==> src/rtl/pe_dmem_scatter_ctrl.sv <==
`default_nettype none
// ============================================================================
// Module   : pe_dmem_scatter_ctrl
// Purpose  : Host-side sequencer for port A of all PE data memories. Scatters
//            a linear host word stream across the PEs (word k -> lane
//            k mod PE_NUM, row base + k/PE_NUM) and gathers it back on reads.
// Options  : PE_DMEM_BCAST_EN - when defined, a write command with
//            iCmd_Bcast=1 writes every word to all lanes at row base + k.
// Revision : 1.0 - initial release
// ============================================================================
module pe_dmem_scatter_ctrl #(
    parameter int PE_NUM = 4,
    parameter int ADDR_W = 10,
    parameter int DATA_W = 32,
    parameter int CNT_W  = 16
) (
    input  logic                       iClk,
    input  logic                       iReset_n,
    input  logic                       iCmd_Valid,
    output logic                       oCmd_Ready,
    input  logic                       iCmd_Write,
    input  logic                       iCmd_Bcast,
    input  logic [ADDR_W-1:0]          iCmd_Base,
    input  logic [CNT_W-1:0]           iCmd_Count,
    input  logic                       iWr_Valid,
    output logic                       oWr_Ready,
    input  logic [DATA_W-1:0]          iWr_Data,
    output logic                       oRd_Valid,
    input  logic                       iRd_Ready,
    output logic [DATA_W-1:0]          oRd_Data,
    output logic                       oBusy,
    output logic                       oDone,
    output logic [PE_NUM-1:0]          oBus_PE_DMEM_Valid,
    output logic [ADDR_W*PE_NUM-1:0]   oBus_PE_DMEM_Address,
    output logic [DATA_W*PE_NUM-1:0]   oBus_PE_DMEM_Write_Data,
    output logic [PE_NUM-1:0]          oBus_PE_DMEM_Write_Enable,
    input  logic [DATA_W*PE_NUM-1:0]   iBus_PE_DMEM_Read_Data
);

    localparam int LANE_W = $clog2(PE_NUM);

    typedef enum logic [2:0] {
        S_IDLE     = 3'd0,
        S_WRITE    = 3'd1,
        S_RD_ISSUE = 3'd2,
        S_RD_WAIT  = 3'd3,
        S_RD_OUT   = 3'd4,
        S_DONE     = 3'd5
    } state_t;

    state_t              r_state;
    logic [ADDR_W-1:0]   r_base;
    logic [CNT_W-1:0]    r_count;
    logic [CNT_W-1:0]    r_k;
    logic [LANE_W-1:0]   r_lane;
    logic [ADDR_W-1:0]   r_row_off;
    logic [DATA_W-1:0]   r_rd_data;
    logic                r_rd_valid;

    logic                w_bcast;
    logic                w_wr_fire;
    logic                w_rd_issue;
    logic                w_last;
    logic                w_lane_wrap;
    logic [ADDR_W-1:0]   w_row;
    logic [DATA_W-1:0]   w_rd_slice;
    logic [PE_NUM-1:0]        w_bus_valid;
    logic [PE_NUM-1:0]        w_bus_we;
    logic [ADDR_W*PE_NUM-1:0] w_bus_addr;
    logic [DATA_W*PE_NUM-1:0] w_bus_wdata;

`ifdef PE_DMEM_BCAST_EN
    logic r_bcast;
    assign w_bcast = r_bcast;

    // Broadcast flag is latched with the command; only meaningful for writes
    always_ff @(posedge iClk or negedge iReset_n) begin
        if (!iReset_n) begin
            r_bcast <= 1'b0;
        end else if (r_state == S_IDLE && iCmd_Valid) begin
            r_bcast <= iCmd_Bcast & iCmd_Write;
        end
    end
`else
    logic w_unused_bcast;
    assign w_unused_bcast = iCmd_Bcast;
    assign w_bcast        = 1'b0;
`endif

    assign w_wr_fire   = (r_state == S_WRITE) && iWr_Valid;
    assign w_rd_issue  = (r_state == S_RD_ISSUE);
    assign w_last      = (r_k == (r_count - CNT_W'(1)));
    assign w_lane_wrap = (r_lane == LANE_W'(PE_NUM - 1));
    assign w_row       = r_base + r_row_off;
    assign w_rd_slice  = iBus_PE_DMEM_Read_Data[DATA_W*int'(r_lane) +: DATA_W];

    // Bus strobes are a pure decode of the current state and write handshake
    always_comb begin
        w_bus_valid = '0;
        w_bus_we    = '0;
        w_bus_addr  = '0;
        w_bus_wdata = '0;
        for (int i = 0; i < PE_NUM; i++) begin
            if (w_wr_fire && (w_bcast || r_lane == LANE_W'(i))) begin
                w_bus_valid[i] = 1'b1;
                w_bus_we[i]    = 1'b1;
            end
            if (w_rd_issue && r_lane == LANE_W'(i)) begin
                w_bus_valid[i] = 1'b1;
            end
            if (w_wr_fire || w_rd_issue) begin
                w_bus_addr[ADDR_W*i +: ADDR_W] = w_row;
            end
            if (w_wr_fire) begin
                w_bus_wdata[DATA_W*i +: DATA_W] = iWr_Data;
            end
        end
    end

    // Sequencer: command capture, lane/row stepping and read-data holding
    always_ff @(posedge iClk or negedge iReset_n) begin
        if (!iReset_n) begin
            r_state    <= S_IDLE;
            r_base     <= '0;
            r_count    <= '0;
            r_k        <= '0;
            r_lane     <= '0;
            r_row_off  <= '0;
            r_rd_data  <= '0;
            r_rd_valid <= 1'b0;
        end else begin
            case (r_state)
                S_IDLE: begin
                    if (iCmd_Valid) begin
                        r_base    <= iCmd_Base;
                        r_count   <= iCmd_Count;
                        r_k       <= '0;
                        r_lane    <= '0;
                        r_row_off <= '0;
                        if (iCmd_Count == '0) begin
                            r_state <= S_DONE;
                        end else if (iCmd_Write) begin
                            r_state <= S_WRITE;
                        end else begin
                            r_state <= S_RD_ISSUE;
                        end
                    end
                end
                S_WRITE: begin
                    if (iWr_Valid) begin
                        r_k <= r_k + CNT_W'(1);
                        if (w_bcast) begin
                            r_row_off <= r_row_off + ADDR_W'(1);
                        end else begin
                            r_lane <= r_lane + LANE_W'(1);
                            if (w_lane_wrap) begin
                                r_row_off <= r_row_off + ADDR_W'(1);
                            end
                        end
                        if (w_last) begin
                            r_state <= S_DONE;
                        end
                    end
                end
                S_RD_ISSUE: begin
                    r_state <= S_RD_WAIT;
                end
                S_RD_WAIT: begin
                    r_rd_data  <= w_rd_slice;
                    r_rd_valid <= 1'b1;
                    r_state    <= S_RD_OUT;
                end
                S_RD_OUT: begin
                    if (iRd_Ready) begin
                        r_rd_valid <= 1'b0;
                        r_k        <= r_k + CNT_W'(1);
                        r_lane     <= r_lane + LANE_W'(1);
                        if (w_lane_wrap) begin
                            r_row_off <= r_row_off + ADDR_W'(1);
                        end
                        r_state <= w_last ? S_DONE : S_RD_ISSUE;
                    end
                end
                S_DONE: begin
                    r_state <= S_IDLE;
                end
                default: begin
                    r_state <= S_IDLE;
                end
            endcase
        end
    end

    assign oCmd_Ready                = (r_state == S_IDLE);
    assign oBusy                     = (r_state != S_IDLE);
    assign oDone                     = (r_state == S_DONE);
    assign oWr_Ready                 = (r_state == S_WRITE);
    assign oRd_Valid                 = r_rd_valid;
    assign oRd_Data                  = r_rd_data;
    assign oBus_PE_DMEM_Valid        = w_bus_valid;
    assign oBus_PE_DMEM_Write_Enable = w_bus_we;
    assign oBus_PE_DMEM_Address      = w_bus_addr;
    assign oBus_PE_DMEM_Write_Data   = w_bus_wdata;

endmodule
`default_nettype wire

==> config.mk <==
export PLATFORM = sky130hd
export DESIGN_NAME = pe_dmem_scatter_ctrl
export DESIGN_NICKNAME = d
export VERILOG_FILES = /design/src/rtl/pe_dmem_scatter_ctrl.sv
export SDC_FILE = /design/constraint.sdc
export NUM_CORES = 1
export LEC_CHECK = 0
export ABC_AREA = 1
export CORE_AREA = 2 2 158 160
export CTS_CLUSTER_SIZE = 16
export DETAILED_ROUTE_END_ITERATION = 6
export DIE_AREA = 0 0 160 162
export HOLD_SLACK_MARGIN = 0.12
export PLACE_DENSITY = 0.65
export SETUP_SLACK_MARGIN = 0.05
export SLEW_MARGIN = 20
export SYNTH_ARGS = -nofsm -noshare
export SYNTH_HDL_FRONTEND = slang
export SYNTH_SLANG_ARGS = --single-unit
export TNS_END_PERCENT = 10
==> constraint.sdc <==
create_clock -name iClk -period 6.8 [get_ports iClk]
set_clock_uncertainty 0.05 [all_clocks]
set_input_delay 1.36 -clock iClk [delete_from_list [all_inputs] [get_ports iClk]]
set_output_delay 1.36 -clock iClk [all_outputs]
set_load 0.02 [all_outputs]
==> results.md <==
* First-pass GRT wire length at 39300 um
* Vias/cell at 4.447
* Syn. warnings at 0
* Cells after synthesis at 1074
* Die area at 25920 um^2
* Hold Fails Final Rpt at 0
* Crit. End Element: output pin
* Fin crit share at 74.41%
* FMAX at 197.6 MHz
* Hold buffer count at CTS at 0
* Initial drt markers at 350
* Worst slack at placement at 1663 ps
* Placeable Area at 24110 um^2
* Main flop type after synthesis: dfrtp_1
* Worst path arrival time at 3650 ps
* Mapped Area at 7227 um^2
* Max-Cap Viols at 0
* CTS Root Buffer Type: clkbuf_16
* Cells along the critical path: clkdlybuf4s50_1, inv_1, nor2_1, clkinv_1, buf_4, nor2_1, clkdlybuf4s50_1
* # DRC at 0
* EDFF count, synth at 0
* Vias in the first global route at 6961
* Setup CP Type: primary input to output pin
* Actual slew at the worst max-slew pin at 1044 ps
* Total power per unit cell area at 342.1 nW/um^2
* Drt total wl at 26410 um
* Worst hold path type: flop to flop
* Sink Count at 90
* Number of antenna diodes at 0
* Cts bufs inserted at 9
* Final Max Tran Viols at 0
* Crit path max-delay family: buffers and inverters
* H-Tree Depth at 3
* Sum of negative setup slack at 0 ps
* Setup ws final at 1740 ps
* Starting density of the core at 29.98%
* Critical path buffer and inverter count at 5
* Antenna violations before repair at 0
* Net Count, Synth at 1284
* Layout Nets at 1539
* Drt wl/cell at 15.94 um
* Die W at 160 um
* # port buffers at 404
* Leak at 4.701 nW
* Router iterations before antenna repair at 5
* GP Congestion at 0.8440
* Max clock buf depth at 2
* Hold_ws at 432.0 ps
* Setup repair bufs after CTS at 0
* Peak VDD IR at 142.0 uV
* Vias at 7368
* Clk slew on worst S/H paths at 60 ps
* Post_cts resized at 0
* Async SR Flop Fraction at 100.0%
* Worst Path Max Fanout at 36
* Final antenna-violating net count at 0
* TritonCTS clock tree: built
* Clk_lat worst skew at 350 ps
* I/O Pins at 406
* Pin count of the biggest net entering global routing at 69
* #FFs+latches synth at 90
* Mean area per synthesized cell at 6.729 um^2
* Critical Path RT at 5390 ps
* Worst relative slew slack at 30.31%
* Status: completed
* CP Launch Type: primary input
* Row cnt at 57
* Critical path's slowest cell: clkdlybuf4s50_1
* CP peak stage delay at 790 ps
* RSZ-0062 raised after global routing: false
* Synth top area share at 31.16%
* Sequential area share after synthesis at 31.16%
* GRT Overall Usage at 19.54%
* Library cells used by synthesis at 44
* Reg-to-reg slack, setup at 4310 ps
* Die boundary height at 162 um
* Final setup vio count at 0
* Synth area leaders: dfrtp_1 (31%), buf_4 (13%), nor2_1 (13%)
* Share of cells above drive strength 1 at 4.201%
* Period minus WS final at 5060 ps
* Area leader, netlist: dfrtp_1
* Hpwl dp at 21850 um
* Grt ovf at 0
* Area delta synth->final at 51.23%
==> synthesized netlist by cell type (all sizes together) (2+ instances only) <==
cell and count:
xor2 16, nand4 8, o31ai 5, dfrtp 90, buf 132, ha 16, nor4 10, a21oi 28
inv 101, clkbuf 35, nand3 26, o21ai 95, nand3b 5, a31oi 32, xnor2 7, clkinv 2
or2 2, nor3 10, nor2 260, nand2 183
==> where the power goes <==
group / internal, mW / switching (mW) / total, mW
Sequential: 0.721 / 0.158 / 0.879
Combinational: 0.958 / 1.38 / 2.34
Clock: 0.296 / 0.221 / 0.517
==> sequential cells by signal (all words and copies together), names as in the netlist <==
register	count
oRd_Data	32
r_count	16
r_k	16
r_base	10
r_row_off	10
r_state	3
r_lane	2
oRd_Valid	1
==> logic make-up (layout without fill, tap and decap cells) <==
| family | Yosys count | in the layout | share of synthesized area (%) |
|---|---|---|---|
| AOI/OAI and AO/OA | 167 | 167 | 12.76 |
| and+or+nand+nor | 507 | 507 | 29.59 |
| adders and majority gates | 17 | 17 | 3.047 |
| xor gates and xnor gates | 23 | 23 | 2.787 |
| buffers and inverters | 270 | 529 | 20.65 |
| DFF | 90 | 90 | 31.16 |
==> path summary, 6_finish.rpt <==
path / startpoint / endpoint / depth (start not counted)
max: iWr_Valid / oBus_PE_DMEM_Write_Data[94] / 7
min: r_base[3]$_DFFE_PN0P_ / r_base[3]$_DFFE_PN0P_ / 2
max reg2reg: r_state[0]$_DFFE_PN0P_ / r_row_off[2]$_DFFE_PN0P_ / 9
min reg2reg: r_base[3]$_DFFE_PN0P_ / r_base[3]$_DFFE_PN0P_ / 2
max in group asynchronous: iReset_n / r_lane[0]$_DFFE_PN0P_ / 2
min in group asynchronous: iReset_n / oRd_Data[8]$_DFFE_PN0P_ / 1
==> layout make-up <==
class / instances / area, um^2
clock buffers: 10 / 239.0
well taps: 324 / 405.4
repair buffers: 411 / 4094
multi-input cells: 714 / 3490
inverters: 103 / 386.6
clock inverters: 5 / 61.31
fillers: 2509 / 13180
flip-flops and latches: 90 / 2253
==> worst register-to-register path: stages, from the launching register on <==
cell and delay, ps:
dfrtp_1 460, inv_2 100, nand2_2 80, nor2_2 220
inv_1 140, nor2_2 90, buf_4 350, inv_1 560
o21ai_0 270, nor2_1 60
==> through the flow <==
stage | utilization [%] | power (mW) | cells | cell area (um^2)
after global placement | 44.09 | 3.238 | 1642 | 10630
after global routing | 45.34 | 4.031 | 1657 | 10930
after CTS | 45.34 | 3.796 | 1657 | 10930
after detailed placement | 44.09 | 3.266 | 1642 | 10630
after floorplan | - | 2.403 | 1074 | 7227
final | 45.34 | 3.739 | 1657 | 10930
==> layer usage <==
metal,track usage (%),up-vias,share of wire [%]
met2,35.38,256,51
met5,0,-,0
met3,4.111,25,6.2
met4,6.716,0,2.3
met1,22.97,3288,40
li1,-,3799,-
==> cells in the final DEF (no fill, tap or decap), types with 2 or more instances in the layout <==
master / n
nand3_1: 23
or2_2: 2
nor3_1: 10
nor4_1: 10
nor2_1: 248
a21oi_1: 28
nand3_2: 2
inv_6: 3
nand2_4: 2
xnor2_1: 7
dfrtp_1: 89
buf_4: 8
inv_2: 6
ha_1: 16
clkbuf_16: 9
nand4_1: 8
nand3b_1: 5
o31ai_1: 5
xor2_1: 16
a31oi_1: 32
nor2_4: 5
clkdlybuf4s50_1: 403
clkinv_1: 2
nand2_2: 6
o21ai_0: 93
inv_1: 95
nor2_2: 6
nand2_1: 175
Power figures use the tool's default switching activity.
